### config.mk
export PLATFORM = sky130hd
export DESIGN_NAME = corescore_stream_arbiter
export DESIGN_NICKNAME = d
export VERILOG_FILES = /design/src/rtl/corescore_pkg.sv /design/src/rtl/corescore_rr_sel.sv /design/src/rtl/corescore_stream_arbiter.sv
export SDC_FILE = /design/constraint.sdc
export NUM_CORES = 1
export LEC_CHECK = 0
export CAP_MARGIN = 20
export CORE_ASPECT_RATIO = 1.1
export CORE_MARGIN = 2
export CORE_UTILIZATION = 42
export CTS_CLUSTER_DIAMETER = 150
export DETAILED_ROUTE_END_ITERATION = 12
export GPL_TIMING_DRIVEN = 0
export PLACE_DENSITY_LB_ADDON = 0.08
export RECOVER_POWER = 25
export SYNTH_ARGS = -nofsm -noshare
export SYNTH_HDL_FRONTEND = slang
export SYNTH_SLANG_ARGS = --single-unit
### constraint.sdc
create_clock -name i_clk -period 2.2 [get_ports i_clk]
set_input_delay 0.55 -clock i_clk [delete_from_list [all_inputs] [get_ports i_clk]]
set_output_delay 0.55 -clock i_clk [all_outputs]
set_load 0.01 [all_outputs]
### src/rtl/corescore_pkg.sv
// rtl/corescore_pkg.sv - shared defaults and FSM encoding for the stream arbiter
package corescore_pkg;

   localparam int DATA_W_DEF = 8;

   localparam logic [0:0] ST_IDLE   = 1'b0;
   localparam logic [0:0] ST_LOCKED = 1'b1;

endpackage

### src/rtl/corescore_rr_sel.sv
// rtl/corescore_rr_sel.sv - round-robin winner pick: request vector + last owner -> one-hot grant
module corescore_rr_sel #(
   parameter int NUM_SRC = 4,
   parameter int IW      = $clog2(NUM_SRC)
) (
   input  logic [NUM_SRC-1:0] i_req,
   input  logic [IW-1:0]      i_last,
   output logic [NUM_SRC-1:0] o_grant
);

   logic [IW-1:0] w_idx;
   logic          w_found;

   // Search begins one past the last owner and wraps, so the last owner is checked last.
   always_comb begin
      o_grant = '0;
      w_found = 1'b0;
      w_idx   = '0;
      for (int k = 1; k <= NUM_SRC; k++) begin
         w_idx = IW'((int'(i_last) + k) % NUM_SRC);
         if (!w_found && i_req[w_idx]) begin
            o_grant[w_idx] = 1'b1;
            w_found        = 1'b1;
         end
      end
   end

endmodule

### src/rtl/corescore_stream_arbiter.sv
// rtl/corescore_stream_arbiter.sv - packet-locked round-robin merge of NUM_SRC streams into one
module corescore_stream_arbiter
   import corescore_pkg::*;
#(
   parameter int NUM_SRC = 4,
   parameter int DATA_W  = DATA_W_DEF
) (
   input  logic                      i_clk,
   input  logic                      i_rst_n,
   input  logic [NUM_SRC*DATA_W-1:0] i_tdata,
   input  logic [NUM_SRC-1:0]        i_tlast,
   input  logic [NUM_SRC-1:0]        i_tvalid,
   output logic [NUM_SRC-1:0]        o_tready,
   output logic [DATA_W-1:0]         o_tdata,
   output logic                      o_tlast,
   output logic                      o_tvalid,
   input  logic                      i_tready,
   output logic [NUM_SRC-1:0]        o_grant
);

   localparam int IW = $clog2(NUM_SRC);

   logic [0:0]         r_state;
   logic [IW-1:0]      r_last_own;
   logic [NUM_SRC-1:0] r_grant;
   logic [DATA_W-1:0]  r_buf_data0, r_buf_data1;
   logic               r_buf_last0, r_buf_last1;
   logic [1:0]         r_cnt;

   logic [NUM_SRC-1:0] w_sel;
   logic [DATA_W-1:0]  w_own_data;
   logic               w_own_last;
   logic [IW-1:0]      w_own_idx;
   logic               w_not_full;
   logic               w_accept;
   logic               w_pop;

   corescore_rr_sel #(.NUM_SRC(NUM_SRC)) u_rr_sel (
      .i_req   (i_tvalid),
      .i_last  (r_last_own),
      .o_grant (w_sel)
   );

   always_comb begin
      w_own_data = '0;
      w_own_last = 1'b0;
      w_own_idx  = '0;
      for (int k = 0; k < NUM_SRC; k++) begin
         if (r_grant[k]) begin
            w_own_data = i_tdata[k*DATA_W +: DATA_W];
            w_own_last = i_tlast[k];
            w_own_idx  = IW'(k);
         end
      end
   end

   assign w_not_full = (r_cnt != 2'd2);
   assign o_tready   = (r_state == ST_LOCKED) ? (r_grant & {NUM_SRC{w_not_full}}) : '0;
   assign w_accept   = |(i_tvalid & o_tready);
   assign w_pop      = (r_cnt != 2'd0) && i_tready;

   always_ff @(posedge i_clk) begin
      if (!i_rst_n) begin
         r_state    <= ST_IDLE;
         r_last_own <= IW'(NUM_SRC - 1);
         r_grant    <= '0;
      end else if (r_state == ST_IDLE) begin
         if (|i_tvalid) begin
            r_grant <= w_sel;
            r_state <= ST_LOCKED;
         end
      end else if (w_accept && w_own_last) begin
         r_grant    <= '0;
         r_last_own <= w_own_idx;
         r_state    <= ST_IDLE;
      end
   end

   // Slot 0 is always the head; push+pop only happens at one entry since full blocks accept.
   always_ff @(posedge i_clk) begin
      if (!i_rst_n) begin
         r_buf_data0 <= '0;
         r_buf_data1 <= '0;
         r_buf_last0 <= 1'b0;
         r_buf_last1 <= 1'b0;
         r_cnt       <= 2'd0;
      end else begin
         case ({w_accept, w_pop})
            2'b10: begin
               if (r_cnt == 2'd0) begin
                  r_buf_data0 <= w_own_data;
                  r_buf_last0 <= w_own_last;
               end else begin
                  r_buf_data1 <= w_own_data;
                  r_buf_last1 <= w_own_last;
               end
               r_cnt <= r_cnt + 2'd1;
            end
            2'b01: begin
               r_buf_data0 <= r_buf_data1;
               r_buf_last0 <= r_buf_last1;
               r_cnt       <= r_cnt - 2'd1;
            end
            2'b11: begin
               r_buf_data0 <= w_own_data;
               r_buf_last0 <= w_own_last;
            end
            default: ;
         endcase
      end
   end

   assign o_tvalid = (r_cnt != 2'd0);
   assign o_tdata  = r_buf_data0;
   assign o_tlast  = r_buf_last0;
   assign o_grant  = r_grant;

endmodule
==> flow_summary.ini, run 1 <==
[detailed_routing]
drc = 0
initialDrtViolationCount = 67
drtPass1Iterations = 6
route.detailed.wl_per_inst_microns = 15.7
totalWireLength_mm = 5.41
detailroute.via_count = 1930
vias_per_cell = 5.59
drtAntennaViolNets = 0

[synth]
synth_area_sq_mm = 0.00194
synth.ff_latch_count = 27
synth_fp_nets = 279
avgSynthCellArea_sq_um = 8.57
number_of_library_cell_types_mapped_by_synthesis = 42
yosysSeqAreaShare_pct = 27.9
synth_warnings = 0
post_synth_inst_count = 226

[timing]
worst_slack_on_hold_paths_ps = 453
highest_clock_rate_mhz = 462
finalMaxSlewViolations = 0
max-slew-margin-rel_pct = 43.4
worst-slew-pin-transition_ps = 847
setup_viol = 0
min_period_over_period_pct = 98.4
fin_crit_ps = 2160
setup_ws_final_ps = 35.3
hold_violations = 0
final.setup_skew_ps = 5.20

[worst_setup_path]
reg2reg_from = r_last_own[1]
path_cells = buf_6 -> buf_6 -> and2_1 -> clkdlybuf4s50_1
critPathRequiredTime_ps = 1650
peak_per_stage_delay_on_the_critical_path_ps = 530
r2r_slack_ps = 140
startpoint_kind_of_the_worst_setup_timing_path = flop
r2r-end = o_grant[2]
r2r_cells = 7
cp_top_family = buffers and inverters
cp_data_arrival_time_ps = 1610
timing.critical_path.from = o_grant[2]
crit_slowest_cell = clkdlybuf4s50_1
crit_fanout = 10
endpoint_kind = output port
critical_path_most_common_cell = buf_6
cp.buffers_inverters = 3
setup.worst_path.class = reg -> out

[clock_tree]
numCtsBuffers = 3
clock_latency_late_sink_ps = 280
cts-root-buf = clkbuf_8
clock_transition_at_the_registers_of_the_reported_paths_ps = 100
cts.htree.levels = 1
tritoncts = yes
clk_path_buf_depth = 2
postCtsHoldBufs = 0
tritoncts_num_sinks = 27

[placement]
number_of_port_buffers = 60
area_post_placement_sq_mm = 0.00261
placed_wire_length_estimate_after_detailed_placement_mm = 4.09
worst_case_setup_slack_after_placement_ps = -924
gp_congestion = 0.882

[worst_hold_path]
timing.hold.worst.start = o_tdata[2]
min-delay-path-class = reg -> reg
holdPathStages = 2
hold-path-endpoint = o_tdata[2]

[finish]
layout_commonest_cell = clkdlybuf4s50_1
final_util_pct = 61.9
regArea_sq_um = 551
final_nets = 345
fill_cells = 404
area.growth.synth_to_final_pct = 39.9
final_layout_size_suffix_gt1_share_pct = 13.7
insertedDiodeCount = 0
multi_input_area_sq_mm = 0.00131
fin_area_sq_mm = 0.00271
mostFrequentLayoutCells = clkdlybuf4s50_1, nand2_1, dfxtp_1

[die]
die_h_microns = 75.2
start_util_pct = 44.2
rows = 25
dieWidth_microns = 68.8
die_area_sq_mm = 0.00517
floorplan.io_pins = 61
core_area_sq_mm = 0.00438

[global_routing]
grt_first_pass_wirelength_mm = 8.45
vias_in_the_first_global_route = 1789
antenna_found_initial = 0
global_route.overflow_total = 0
maximum_number_of_pins_on_one_net_before_global_route_repair = 16
global_route.usage.total_pct = 21.7

[pwr]
vdd_drop_max_mv = 0.298
p_int_uw = 1060
power.density_mw_per_mm2 = 612
power.sequential.fraction_pct = 36.4
p_sw_uw = 602
swShare_pct = 36.3
clock_power_share_pct = 17.5
static_leakage_uw = 0.00104
comb_power_share_pct = 46.1

[outcome]
outcome = finished, final reports clean

[flow_run]
maxCapViolCount = 0
==> power by group through the flow <==
stage                     sequential, uW  combinational (uW)  clock [uW]
after floorplan                      615                 438           0
after detailed placement             609                 754           0
after global placement               608                 746           0
final                                603                 764         291
after global routing                 613                 835         322
after CTS                            600                 770         300
==> per-stage QoR <==
stage | TNS [ps] | total power [uW] | std cells
after floorplan | 0 | 1050 | 226
after global placement | -16110 | 1350 | 340
after detailed placement | -16590 | 1360 | 340
after CTS | 0 | 1670 | 344
after global routing | -25.9 | 1770 | 345
final | 0 | 1660 | 345
==> routing by layer <==
layer / up-vias / global-route usage, % / wire [microns] / part of all wire, %
met4: 0 / 5.88 / 56 / 1.0
met3: 5 / 2.39 / 293 / 5.4
li1: 963 / - / - / -
met1: 909 / 25.8 / 2380 / 44
met2: 53 / 40.9 / 2680 / 50
met5: - / 0 / 0 / 0
==> worst max path at each step <==
stage	to	slack, ps	cells after the start
2_1_floorplan	r_cnt[1]	90	8
3_3_place_gp	o_tdata[4]	-890	9
3_5_place_dp	r_cnt[1]	-920	9
4_1_cts	o_tready[2]	7	4
5_1_grt	o_tready[0]	-10	4
6_report	o_tready[2]	40	4
==> state kept, by name, summed over array words and instances, names as in the netlist <==
| register | cells |
|---|---|
| o_grant | 4 |
| o_tdata | 8 |
| o_tlast | 1 |
| r_buf_data1 | 8 |
| r_buf_last1 | 1 |
| r_cnt | 2 |
| r_last_own | 2 |
| r_state | 1 |
==> worst register-to-register path, stage by stage, from the launching register on <==
cell and delay [ps]:
dfxtp_2 390, buf_4 190, clkinvlp_4 150, ha_4 310, mux4_2 370, a31oi_1 180
a311oi_1 110, a221o_1 260
==> repair_timing <==
| item | CTS | global route |
|---|---|---|
| setup endpoints to repair | 28 | 25 |
| buffers inserted | 1 | 1 |
| pin swaps | 1 | 0 |
| resized for setup | 17 | 19 |
| gates cloned | 0 | 0 |
==> synthesized netlist by cell type <==
| cell type | number | share of area [%] |
|---|---|---|
| buf_6 | 2 | 1.2 |
| a31oi_1 | 4 | 1.3 |
| nand2_1 | 25 | 4.8 |
| mux4_2 | 1 | 1.2 |
| and2_1 | 6 | 1.9 |
| a21oi_1 | 7 | 1.8 |
| nor3_1 | 4 | 1.0 |
| a211oi_2 | 1 | 0.65 |
| and3b_4 | 1 | 0.65 |
| nand3b_1 | 1 | 0.39 |
| nand2_4 | 1 | 0.58 |
| a22oi_1 | 1 | 0.39 |
| a211oi_1 | 1 | 0.39 |
| nor4b_2 | 1 | 0.77 |
| a21o_2 | 1 | 0.45 |
| dfxtp_1 | 27 | 28 |
| xnor2_1 | 2 | 0.90 |
| a311oi_1 | 4 | 1.8 |
| inv_1 | 7 | 1.4 |
| a22oi_2 | 1 | 0.65 |
| a21boi_0 | 1 | 0.39 |
| nor3b_1 | 3 | 1.2 |
| a221o_1 | 4 | 2.1 |
| a21boi_1 | 8 | 3.1 |
| nand2b_1 | 10 | 3.2 |
| nor2_1 | 6 | 1.2 |
| or3_1 | 1 | 0.32 |
| o211a_1 | 3 | 1.6 |
| and2b_1 | 2 | 0.77 |
| mux2_4 | 1 | 0.77 |
| nor2b_1 | 19 | 6.1 |
| a221oi_1 | 8 | 3.6 |
| a221oi_4 | 1 | 1.4 |
| ha_1 | 10 | 6.5 |
| nor4_1 | 1 | 0.32 |
| buf_2 | 2 | 0.52 |
| o21ai_0 | 14 | 3.6 |
| clkbuf_1 | 7 | 1.4 |
| mux2i_1 | 10 | 5.2 |
| mux2_2 | 1 | 0.58 |
| o211ai_1 | 13 | 5.0 |
| buf_4 | 3 | 1.2 |
==> cell families (layout without fill, tap and decap cells) <==
logic type      after synthesis  after routing  share of synthesized area, %
simple gates                 81             81                          23.3
compound gates               72             72                          28.2
flops                        27             27                          27.9
buf+inv                      21             86                          5.56
mux                          13             13                          7.69
fa+ha+maj                    10             10                          6.46
xor+xnor                      2              2                         0.905
==> area by class of cell <==
type                    instances  share of cell area [%]
multi-input cells             178                    48.4
clock inverters                 1                   0.185
repair buffers                 62                    22.1
well taps                      54                    2.49
plain buffers                  13                    3.93
flip-flops and latches         27                    20.3
inverters                       7                    1.11
clock buffers                   3                    1.52
Power figures use the tool's default switching activity.
==> run 2: changes to the inputs <==
--- a/config.mk
+++ b/config.mk
@@ -6,9 +6,11 @@
 export NUM_CORES = 1
 export LEC_CHECK = 0
 export CAP_MARGIN = 20
+export CELL_PAD_IN_SITES_DETAIL_PLACEMENT = 1
+export CELL_PAD_IN_SITES_GLOBAL_PLACEMENT = 1
 export CORE_ASPECT_RATIO = 1.1
 export CORE_MARGIN = 2
-export CORE_UTILIZATION = 42
+export CORE_UTILIZATION = 31
 export CTS_CLUSTER_DIAMETER = 150
 export DETAILED_ROUTE_END_ITERATION = 12
 export GPL_TIMING_DRIVEN = 0
==> run 2 against run 1 <==
Net effect: non-clock buffer count increased by 2; global-route usage is 3.4 points lower; clock skew grew 3.5 ps; via count rose by 0.98%; first-iteration DRC count fell by 27%; sequential share of layout area down 0.73 points; fmax grew 4.4%; worst setup slack improved by 91 ps; sequential power about the same; clock power down 2%; utilization down 16 points.
==> flow_summary.ini, run 2 (synthesized netlist as in run 1, its figures left out) <==
[outcome]
outcome = finished, final reports clean

[placement]
placed_wire_length_estimate_after_detailed_placement_mm = 4.72
number_of_port_buffers = 60
gp_congestion = 0.816
post-place-cells = 366
area_post_placement_sq_mm = 0.00264

[clock_tree]
clock_transition_at_the_registers_of_the_reported_paths_ps = 90
numCtsBuffers = 3
clock_latency_late_sink_ps = 270
clk_path_buf_depth = 2
tritoncts_num_sinks = 27
cts-root-buf = clkbuf_8
tritoncts = yes
cts.htree.levels = 1

[worst_setup_path]
crit_slowest_cell = dfxtp_2
endpoint_kind = flop
r2r-end = o_grant[0]
startpoint_kind_of_the_worst_setup_timing_path = flop
reg2reg_from = r_last_own[0]
r2r_cells = 7
cp_data_arrival_time_ps = 2240
crit_fanout = 10
critPathRequiredTime_ps = 2360
worstSetupEndpoint = o_grant[0]
path_cells = buf_6 -> inv_1 -> ha_4 -> mux4_2 -> a31oi_1 -> a311oi_1 -> a221o_1
setup.worst_path.class = reg -> reg
timing.critical_path.from = r_last_own[0]
peak_per_stage_delay_on_the_critical_path_ps = 410
r2r_slack_ps = 130

[die]
start_util_pct = 31.7
rows = 30
die_h_microns = 86.9
die_area_sq_mm = 0.00690
floorplan.io_pins = 61
dieWidth_microns = 79.4
core_area_sq_mm = 0.00612

[finish]
layout_commonest_cell = clkdlybuf4s50_1
mostFrequentLayoutCells = clkdlybuf4s50_1, nand2_1, dfxtp_1
fin_area_sq_mm = 0.00280
insertedDiodeCount = 0
area.growth.synth_to_final_pct = 44.7
final_layout_size_suffix_gt1_share_pct = 14.3
fill_cells = 731
multi_input_area_sq_mm = 0.00133
regArea_sq_um = 549
final_nets = 347
final-instance-count-excl-fill = 373
final_util_pct = 45.8

[timing]
finalMaxSlewViolations = 0
final.setup_skew_ps = 8.74
worst-slew-pin-transition_ps = 580
highest_clock_rate_mhz = 482
max-slew-margin-rel_pct = 61.1
fin_crit_ps = 2070
min_period_over_period_pct = 94.3
unrepaired_setup_endpoints_after_global_routing = true
setup_viol = 0
worst_slack_on_hold_paths_ps = 455
hold_violations = 0

[detailed_routing]
drtAntennaViolNets = 0
initialDrtViolationCount = 49
drc = 0
drtPass1Iterations = 5
detailroute.via_count = 1949
totalWireLength_mm = 6.17
route.detailed.wl_per_inst_microns = 16.5
vias_per_cell = 5.23

[global_routing]
global_route.overflow_total = 0
grt_first_pass_wirelength_mm = 9.94
global_route.usage.total_pct = 18.3
maximum_number_of_pins_on_one_net_before_global_route_repair = 16
vias_in_the_first_global_route = 1981
antenna_found_initial = 0

[flow_run]
maxCapViolCount = 0

[pwr]
vdd_drop_max_mv = 0.302
static_leakage_uw = 0.00111
power.total_uw = 1690
power.density_mw_per_mm2 = 603

[worst_hold_path]
min-delay-path-class = reg -> reg
==> run 2: final cells by class <==
| type | instances | area share, % |
|---|---|---|
| Timing Repair Buffer | 64 | 22.8 |
| Inverter | 7 | 1.07 |
| Tap cell | 80 | 3.57 |
| Clock buffer | 3 | 1.47 |
| Sequential cell | 27 | 19.6 |
| Buffer | 13 | 4.06 |
| Clock inverter | 1 | 0.179 |
| Multi-Input combinational cell | 178 | 47.3 |
==> run 2: worst min-delay path by stage <==
stage               slack (ps)  cells past startpoint      startpoint             end
floorplan                  460                      1  r_buf_data1[0]  r_buf_data1[0]
global placement           440                      2      o_tdata[3]      o_tdata[3]
detailed placement         450                      2      o_tdata[3]      o_tdata[3]
CTS                        460                      2      o_tdata[3]      o_tdata[3]
global route               490                      2      o_tdata[7]      o_tdata[7]
finish                     460                      2      o_tdata[5]      o_tdata[5]
==> run 2: timing repair <==
action                     in CTS  in global routing
pin swaps                       1                  0
gates resized for setup        23                 20
setup endpoints to repair      28                 27
hold buffers                    0                  0
buffers inserted                3                  1
cloned                          0                  0
==> run 2: metal layers <==
metal	GRT usage (%)	wire length, microns	vias up
li1	-	-	957
met1	22.4	2680	955
met2	34.6	3330	35
met3	2.28	117	2
met4	2.98	43	0
met5	0	0	-
==> run 2: stage by stage <==
step           setup TNS, ps  worst slack, ps
5_1_grt                    0             1.70
3_3_place_gp          -17970             -958
3_5_place_dp          -18310             -988
2_1_floorplan              0             90.4
6_report                   0              126
4_1_cts                    0             15.7
==> run 2: power breakdown <==
group	total, uW	leakage (uW)	switching (uW)	internal, uW
logic	799	0.000868	408	390
registers	606	0.000220	52.2	554
clock network	285	0.0000255	158	127
total	1690	0.00111	619	1070
==> run 2: critical path, delay by kind of cell, from the launching register on <==
family	cells	cell delay [ps]
DFF	1	410
buffers and inverters	2	290
muxes	1	380
adders and majority gates	1	310
AOI/OAI and AO/OA	3	570
==> run 3: changes to the inputs <==
==> constraint.sdc (replaced) <==
create_clock -name i_clk -period 2.2 [get_ports i_clk]
set_input_delay 0.55 -clock i_clk [delete_from_list [all_inputs] [get_ports i_clk]]
set_output_delay 0.55 -clock i_clk [all_outputs]
set_load 0.005 [all_outputs]
==> run 3 against run 2 <==
Net effect: sequential power about the same; total power decreased by 1.6%; worst hold slack about the same; final area decreased by 0.76%; routed wire length fell by 0.16%; non-clock buffer count is the same; largest power group unchanged; highest routed layer unchanged.
==> flow_summary.ini, run 3 (synthesized netlist as in run 1, its figures left out) <==
[outcome]
outcome = finished, final reports clean

[placement]
gp_congestion = 0.816
area_post_placement_sq_mm = 0.00264
post-place-cells = 366
number_of_port_buffers = 60
placed_wire_length_estimate_after_detailed_placement_mm = 4.72

[flow_run]
maxCapViolCount = 0

[detailed_routing]
totalWireLength_mm = 6.16
drc = 0
highest_layer = met4
route.met3.wl_microns = 163
initialDrtViolationCount = 55
vias_per_cell = 5.21
route.met2.wl_mm = 3.27
drtPass1Iterations = 4
drtAntennaViolNets = 0
m1WireLength_mm = 2.66
route.detailed.wl_per_inst_microns = 16.5
detailroute.via_count = 1944

[worst_setup_path]
peak_per_stage_delay_on_the_critical_path_ps = 490
path_cells = inv_1 -> a21oi_2 -> and2_1 -> clkdlybuf4s50_1
r2r_slack_ps = 130
endpoint_kind = output port
critPathRequiredTime_ps = 1650
crit_slowest_cell = clkdlybuf4s50_1
crit_fanout = 4
cp_data_arrival_time_ps = 1550
startpoint_kind_of_the_worst_setup_timing_path = flop
setup.worst_path.class = reg -> out

[finish]
layout_commonest_cell = clkdlybuf4s50_1
final-instance-count-excl-fill = 373
fin_area_sq_mm = 0.00278
fill_cells = 740
final_nets = 347
area.growth.synth_to_final_pct = 43.6
final_layout_size_suffix_gt1_share_pct = 14.3
mostFrequentLayoutCells = clkdlybuf4s50_1, nand2_1, dfxtp_1
insertedDiodeCount = 0

[die]
start_util_pct = 31.7
die_h_microns = 86.9
rows = 30
floorplan.io_pins = 61
core_area_sq_mm = 0.00612
dieWidth_microns = 79.4
die_area_sq_mm = 0.00690

[clock_tree]
cts-root-buf = clkbuf_8
cts.htree.levels = 1
numCtsBuffers = 3
clock_transition_at_the_registers_of_the_reported_paths_ps = 100
clock_latency_late_sink_ps = 280
clk_path_buf_depth = 2
tritoncts_num_sinks = 27
tritoncts = yes

[timing]
unrepaired_setup_endpoints_after_global_routing = false
setup_viol = 0
final.setup_skew_ps = 9.40
min_period_over_period_pct = 95.7
hold_violations = 0
fin_crit_ps = 2100
max-slew-margin-rel_pct = 61.4
worst-slew-pin-transition_ps = 577
finalMaxSlewViolations = 0
highest_clock_rate_mhz = 475

[global_routing]
grt_first_pass_wirelength_mm = 9.92
vias_in_the_first_global_route = 1975
antenna_found_initial = 0
global_route.usage.total_pct = 18.3
maximum_number_of_pins_on_one_net_before_global_route_repair = 16
global_route.overflow_total = 0

[pwr]
power.density_mw_per_mm2 = 598
vdd_drop_max_mv = 0.302
static_leakage_uw = 0.00104

[worst_hold_path]
min-delay-path-class = reg -> reg
==> run 3: cell count changes in the layout (fill, tap and decap cells not counted), sizes merged <==
| cell | previous run | this run |
|---|---|---|
| clkdlybuf4s50 | 43 | 47 |
| buf | 13 | 12 |
| dlymetal6s2s | 4 | 0 |
| clkdlybuf4s15 | 3 | 2 |
| clkbuf | 8 | 10 |
==> run 3: final timing paths <==
| path | from | to | cells after the start |
|---|---|---|---|
| setup / recovery | r_cnt[0] | o_tready[3] | 4 |
| hold / removal | o_tdata[5] | o_tdata[5] | 2 |
| setup reg to reg | r_last_own[0] | o_grant[0] | 7 |
| hold reg to reg | o_tdata[5] | o_tdata[5] | 2 |
==> run 3: layout make-up <==
type	count	area [sq um]	area share, %
Inverter	7	30.0	1.08
Timing Repair Buffer	64	623	22.4
Clock buffer	3	41.3	1.48
Sequential cell	27	549	19.7
Multi-Input combinational cell	178	1320	47.5
Clock inverter	1	5.00	0.180
Buffer	13	110	3.96
Tap cell	80	100	3.60
==> run 3: what timing repair did <==
action	in CTS	in global routing
gates cloned	0	0
resized for setup	20	17
endpoints found under the setup margin	28	27
hold buffers	0	0
buffers inserted	3	1
pin swaps	1	1
==> run 3: report_power, final <==
part,switching [uW],internal [uW]
sequential,50.4,554
clock,158,127
combinational,388,386
==> run 3: worst max-delay path, delay by kind of cell, from the launching register on <==
family	cells	cell delay [ps]
buffers and inverters	2	570
AOI/OAI and AO/OA	1	180
and+or+nand+nor	1	140
DFF	1	380
==> run 3: per-stage QoR <==
| stage | total power (uW) | util [%] | hold WS, ps | setup TNS [ps] | worst slack (ps) |
|---|---|---|---|---|---|
| after global routing | 1800 | 45.5 | 490 | 0 | 1.08 |
| final | 1660 | 45.5 | 455 | 0 | 95.3 |
| after floorplan | 1030 | - | 447 | 0 | 93.5 |
| after detailed placement | 1370 | 43.1 | 449 | -18310 | -988 |
| after global placement | 1350 | 43.1 | 437 | -17970 | -958 |
| after CTS | 1670 | 44.6 | 462 | 0 | 15.5 |
==> run 3: layer usage <==
layer / global-route usage (%) / vias to the layer above
li1: - / 955
met1: 22.4 / 943
met2: 34.2 / 42
met3: 2.28 / 4
met4: 3.61 / 0
met5: 0 / -
